File: config.mk
export PLATFORM = sky130hd
export DESIGN_NAME = spi_ram_arbiter
export DESIGN_NICKNAME = d
export VERILOG_FILES = /design/src/rtl/spi_ram_arbiter.sv
export SDC_FILE = /design/constraint.sdc
export NUM_CORES = 1
export LEC_CHECK = 0
export ABC_AREA = 0
export BUFFER_PORTS_ARGS = -buffer_cell sky130_fd_sc_hd__buf_4
export CORE_MARGIN = 5
export CORE_UTILIZATION = 55
export CTS_CLUSTER_DIAMETER = 150
export DETAILED_ROUTE_END_ITERATION = 6
export PLACE_DENSITY_LB_ADDON = 0.12
export SYNTH_ARGS = -nofsm -noshare
export SYNTH_HDL_FRONTEND = slang
export SYNTH_SLANG_ARGS = --single-unit
File: constraint.sdc
create_clock -name clk -period 6.75 [get_ports clk]
set_clock_uncertainty 0.05 [all_clocks]
set_input_delay 0.675 -clock clk [delete_from_list [all_inputs] [get_ports clk]]
set_output_delay 0.675 -clock clk [all_outputs]
set_load 0.01 [all_outputs]
File: src/rtl/spi_ram_arbiter.sv
// spi_ram_arbiter: two-master front end for a word-addressed SPI RAM controller.
// Each port captures one strobe at a time. A round-robin FSM then runs one
// downstream transaction at a time: IDLE -> ISSUE -> WAIT -> DONE.
// A watchdog ends any transaction whose busy flag stays high too long.
module spi_ram_arbiter #(
  parameter int AW      = 20,
  parameter int DW      = 32,
  parameter int TIMEOUT = 1023
) (
  input  logic          clk,
  input  logic          resetn,
  input  logic [AW-1:0] p0_addr,
  input  logic [DW-1:0] p0_wdata,
  input  logic          p0_rd,
  input  logic          p0_wr,
  output logic          p0_rbusy,
  output logic          p0_wbusy,
  output logic [DW-1:0] p0_rdata,
  input  logic [AW-1:0] p1_addr,
  input  logic [DW-1:0] p1_wdata,
  input  logic          p1_rd,
  input  logic          p1_wr,
  output logic          p1_rbusy,
  output logic          p1_wbusy,
  output logic [DW-1:0] p1_rdata,
  output logic [AW-1:0] ram_addr,
  output logic [DW-1:0] ram_wdata,
  output logic          ram_rd,
  output logic          ram_wr,
  input  logic          ram_rbusy,
  input  logic          ram_wbusy,
  input  logic [DW-1:0] ram_rdata,
  output logic          timeout_err,
  output logic          proto_err
);

  typedef enum logic [1:0] {S_IDLE, S_ISSUE, S_WAIT, S_DONE} state_t;

  // The watchdog counts 0..TIMEOUT-1 and fires on the last count.
  localparam int CW = (TIMEOUT > 1) ? $clog2(TIMEOUT) : 1;
  localparam logic [CW-1:0] WD_MAX = CW'((TIMEOUT > 0) ? TIMEOUT - 1 : 0);
  localparam logic [DW-1:0] TIMEOUT_DATA = DW'(32'hDEAD_BEEF);

  state_t        state;
  logic [1:0]    pend;
  logic [1:0]    dir_wr;
  logic [AW-1:0] slot_addr  [2];
  logic [DW-1:0] slot_wdata [2];
  logic [DW-1:0] rdata_q    [2];
  logic          grant;
  logic          last_grant;
  logic [CW-1:0] wd_cnt;

  logic [1:0]    req_rd;
  logic [1:0]    req_wr;
  logic [AW-1:0] req_addr  [2];
  logic [DW-1:0] req_wdata [2];
  logic          next_grant;
  logic          busy_sel;
  logic          wd_fire;
  logic          finish;

  assign req_rd       = {p1_rd, p0_rd};
  assign req_wr       = {p1_wr, p0_wr};
  assign req_addr[0]  = p0_addr;
  assign req_addr[1]  = p1_addr;
  assign req_wdata[0] = p0_wdata;
  assign req_wdata[1] = p1_wdata;

  assign p0_rbusy = pend[0] & ~dir_wr[0];
  assign p0_wbusy = pend[0] &  dir_wr[0];
  assign p1_rbusy = pend[1] & ~dir_wr[1];
  assign p1_wbusy = pend[1] &  dir_wr[1];
  assign p0_rdata = rdata_q[0];
  assign p1_rdata = rdata_q[1];

  // Arbitration, the downstream busy for the granted direction, and the end of WAIT.
  always_comb begin
    // NOTE: every signal gets a default first so no path leaves it unassigned (no latch).
    next_grant = pend[1];
    if (&pend) next_grant = ~last_grant;
    busy_sel = dir_wr[grant] ? ram_wbusy : ram_rbusy;
    wd_fire  = (TIMEOUT != 0) && (wd_cnt == WD_MAX);
    finish   = (state == S_WAIT) && (!busy_sel || wd_fire);
  end

  // Per-port request capture: set pend on an accepted strobe, clear it when the transaction ends.
  always_ff @(posedge clk or negedge resetn) begin
    if (!resetn) begin
      pend      <= '0;
      dir_wr    <= '0;
      proto_err <= 1'b0;
    end else begin
      for (int n = 0; n < 2; n++) begin
        // NOTE: non-blocking assignments here, so all flops see pre-edge values and the edge order does not matter.
        if (finish && (grant == n[0])) pend[n] <= 1'b0;
        if (req_rd[n] || req_wr[n]) begin
          if (pend[n]) begin
            proto_err <= 1'b1;
          end else begin
            pend[n]   <= 1'b1;
            dir_wr[n] <= ~req_rd[n];
            if (req_rd[n] && req_wr[n]) proto_err <= 1'b1;
          end
        end
      end
    end
  end

  // Slot payload registers: only read while pend is set, so they carry no reset.
  // NOTE: storage read only under a valid flag needs no reset; the flag is the reset state.
  always_ff @(posedge clk) begin
    for (int n = 0; n < 2; n++) begin
      if ((req_rd[n] || req_wr[n]) && !pend[n]) begin
        slot_addr[n] <= req_addr[n];
        if (!req_rd[n]) slot_wdata[n] <= req_wdata[n];
      end
    end
  end

  // Transaction sequencer with registered downstream strobes, read data and watchdog.
  always_ff @(posedge clk or negedge resetn) begin
    if (!resetn) begin
      state       <= S_IDLE;
      grant       <= 1'b0;
      last_grant  <= 1'b1;
      ram_addr    <= '0;
      ram_wdata   <= '0;
      ram_rd      <= 1'b0;
      ram_wr      <= 1'b0;
      wd_cnt      <= '0;
      rdata_q[0]  <= '0;
      rdata_q[1]  <= '0;
      timeout_err <= 1'b0;
    end else begin
      unique case (state)
        S_IDLE: begin
          if (|pend) begin
            grant      <= next_grant;
            last_grant <= next_grant;
            ram_addr   <= slot_addr[next_grant];
            ram_wdata  <= slot_wdata[next_grant];
            ram_rd     <= ~dir_wr[next_grant];
            ram_wr     <=  dir_wr[next_grant];
            state      <= S_ISSUE;
          end
        end
        S_ISSUE: begin
          ram_rd <= 1'b0;
          ram_wr <= 1'b0;
          wd_cnt <= '0;
          state  <= S_WAIT;
        end
        S_WAIT: begin
          if (!busy_sel) begin
            if (!dir_wr[grant]) rdata_q[grant] <= ram_rdata;
            state <= S_DONE;
          end else if (wd_fire) begin
            rdata_q[grant] <= TIMEOUT_DATA;
            timeout_err    <= 1'b1;
            state          <= S_DONE;
          end else begin
            wd_cnt <= wd_cnt + 1'b1;
          end
        end
        S_DONE: state <= S_IDLE;
        default: state <= S_IDLE;
      endcase
    end
  end

endmodule

==> impl_metrics.yaml <==
grt:
  grt_usage: 0.215
  antenna_found_initial: 0
  gr-usage-met2: 0.368
  met3_usage: 0.0604
  grt_busiest_layer: "met2"
  grt_pass1_wl_mm: 33.7
  grt_max_degree: 87
  use_met1: 0.274
  grt_pass1_vias: 6324
  grt.overflow.total: 0
sta:
  slew_violations: 0
  setup-violations-final: 0
  post-route-period-util: 0.335
  hold_violations: 0
  tns_ns: 0
  fmax_mhz: 443
  slew_headroom: 0.261
  rsz0062_at_grt: "no"
  min_period_ns: 2.26
  tightest_slew_ns: 1.10
worst_setup_path:
  cp-end-kind: "flip-flop"
  cp_top_family: "buffers and inverters"
  critPathMaxFanout: 52
  path_buf_inv: 1
  slowest_delay_ns: 0.72
  startpoint_type: "flip-flop"
  worstPathRequired_ns: 7.07
  reg2reg_depth: 4
  crit_path_top_delay_cell: "buf_4"
  path_cells: "a21boi_4 -> buf_4 -> mux2i_1 -> o21ai_0"
  path_class: "reg2reg"
  arrival_ns: 2.58
  crit_cells: 4
cells_and_area:
  area_growth_pct: 32.2
  drive_gt1_frac: 0.377
  fin_util: 0.736
  antenna_cells: 0
  nNetsFinal: 1028
die:
  start_util: 0.557
  dieHeight_um: 139
  io_pins: 268
  fp.dieArea_sq_um: 19400
  core_sq_um: 16500
  rows: 47
  fp.dieW_um: 139
synthesis:
  ys_seq_area_frac: 0.715
  ys_ff_latch: 242
  synth_fp_nets: 762
  ys_types: 57
  netlist_instances: 612
  syn_area_per_cell_sq_um: 15.0
  yosys_warnings: 0
  syn_area_sq_um: 9200
run_status:
  outcome: "complete, no violations"
place:
  port_buffers: 267
  place_congestion: 0.807
  dp_hpwl_mm: 14.8
pwr:
  power_density_nw_per_um2: 461
  leakage_nw: 5.36
  vdd_drop_max_mv: 0.264
worst_hold_path:
  hold_class: "in2async"
clock_tree:
  clock_path_buffers: 3
  cts_buffers: 25
  tritoncts: "done"
  cts_resized: 0
  cts-root-buf: "clkbuf_16"
  hold_buffers: 0
  post_cts_buffers: 0
  h-tree-depth: 1
  cts_sinks: 242
  clock_latency_ns: 0.52
  clk_pin_slew_ns: 0.06
detailed_routing:
  drt.antenna.violating_nets: 0
  dr.first_iter.drc_count: 417
  dr.pass1.iters: 4
  avgRoutedWirePerCell_um: 19.3
  remaining_drc_errors: 0
  vias_per_cell: 5.46
  drt_wl_total_mm: 21.5
  vias: 6097
flow_run:
  drv_cap: 0
cell type report:
cell class / count / area [sq um]
Clock buffer: 35 / 703
Clock inverter: 10 / 115
Fill cell: 1066 / 4360
Inverter: 8 / 30.0
Multi-Input combinational cell: 330 / 2420
Sequential cell: 242 / 6580
Tap cell: 220 / 275
Timing Repair Buffer: 271 / 2040
power by group:
part	internal (W)	total (W)	switching (W)
combinational	0.000957	0.00194	0.000979
clock	0.000806	0.00136	0.000549
sequential	0.00201	0.00231	0.000296
cells in the mapped netlist, drive strengths merged:
cell type / number / area (sq um)
ha: 6 / 75.1
a22o: 20 / 176
inv: 8 / 30.0
nand2b: 2 / 12.5
nor2b: 2 / 12.5
edfxtp: 104 / 3120
o21ai: 55 / 275
mux2i: 59 / 616
mux2: 2 / 22.5
buf: 17 / 135
clkbuf: 13 / 48.8
nor3b: 3 / 22.5
a21boi: 1 / 7.51
o21bai: 1 / 7.51
or2b: 2 / 17.5
dlymetal6s2s: 2 / 25.0
nor2: 8 / 30.0
o31ai: 1 / 7.51
nand4: 3 / 18.8
dfrtp: 137 / 3430
o2111ai: 2 / 17.5
nand3: 4 / 20.0
o31a: 1 / 8.76
o22a: 48 / 430
or4: 1 / 7.51
o311a: 1 / 10.0
o211ai: 5 / 47.5
dfstp: 1 / 26.3
or3: 3 / 20.0
nand2: 62 / 233
a211o: 3 / 26.3
and2: 5 / 31.3
maj3: 1 / 10.0
and4: 3 / 30.0
nor3: 4 / 20.0
o32a: 1 / 10.0
nor4: 1 / 6.26
a31oi: 5 / 31.3
o211a: 2 / 35.0
and3: 3 / 20.0
and2b: 1 / 8.76
a21oi: 5 / 28.8
a21o: 4 / 30.0
worst paths after layout:
path	start	endpoint	slack (ns)
hold reg to reg	ram_addr[9]	ram_addr[9]	0.43
setup / recovery	pend[1]	ram_wdata[31]	4.49
max in group asynchronous	resetn	ram_wdata[23]	5.10
min in group clk	p1_wdata[6]	slot_wdata[1][6]	0.28
setup reg to reg	pend[1]	ram_wdata[31]	4.49
hold / removal	resetn	pend[0]	0.05
kinds of logic (layout without fill, tap and decap cells):
logic type               Yosys count  after routing  synth area share
flip-flops                       242            242             0.715
AO/OA/AOI/OAI                    155            155             0.125
AND/OR/NAND/NOR                  107            107            0.0555
multiplexers                      61             61            0.0694
buffers and inverters             40            324            0.0260
adder cells (fa/ha/maj)            7              7           0.00925
routing by layer:
layer	routed length (um)	part of all wire	vias to the layer above
met5	0	0	-
met4	520	0.024	0
met3	1800	0.084	38
met2	10900	0.50	238
met1	8330	0.39	2998
li1	-	-	2823
sequential cells by signal (all words and copies together) (netlist names), 2 cells and up:
signal,flops
slot_wdata,64
slot_addr,40
p0_rdata,32
p1_rdata,32
ram_wdata,32
ram_addr,20
wd_cnt,10
dir_wr,2
pend,2
state,2
cell usage in the layout, fill, tap and decap left out, drive strengths merged, types with 8 or more instances in the layout:
cell,netlist,routed
nand2,62,62
nor2,8,8
buf,17,271
inv,8,10
clkbuf,13,35
o22a,48,48
o21ai,55,55
mux2i,59,59
dfrtp,137,137
edfxtp,104,104
a22o,20,20
per-stage QoR:
step           cell area (sq um)  hold WS [ns]  total power (W)  setup WS [ns]  std cells
3_5_place_dp               11300         0.421          0.00430           4.45       1071
2_1_floorplan               9200         0.329          0.00337           3.31        612
3_3_place_gp               11300         0.393          0.00421           4.50       1071
6_report                   12200        0.0452          0.00560           4.49       1116
5_1_grt                    12200        0.0790          0.00591           4.34       1116
4_1_cts                    12200        0.0569          0.00566           4.50       1116
Note: power is estimated with default switching activity, not from simulation.
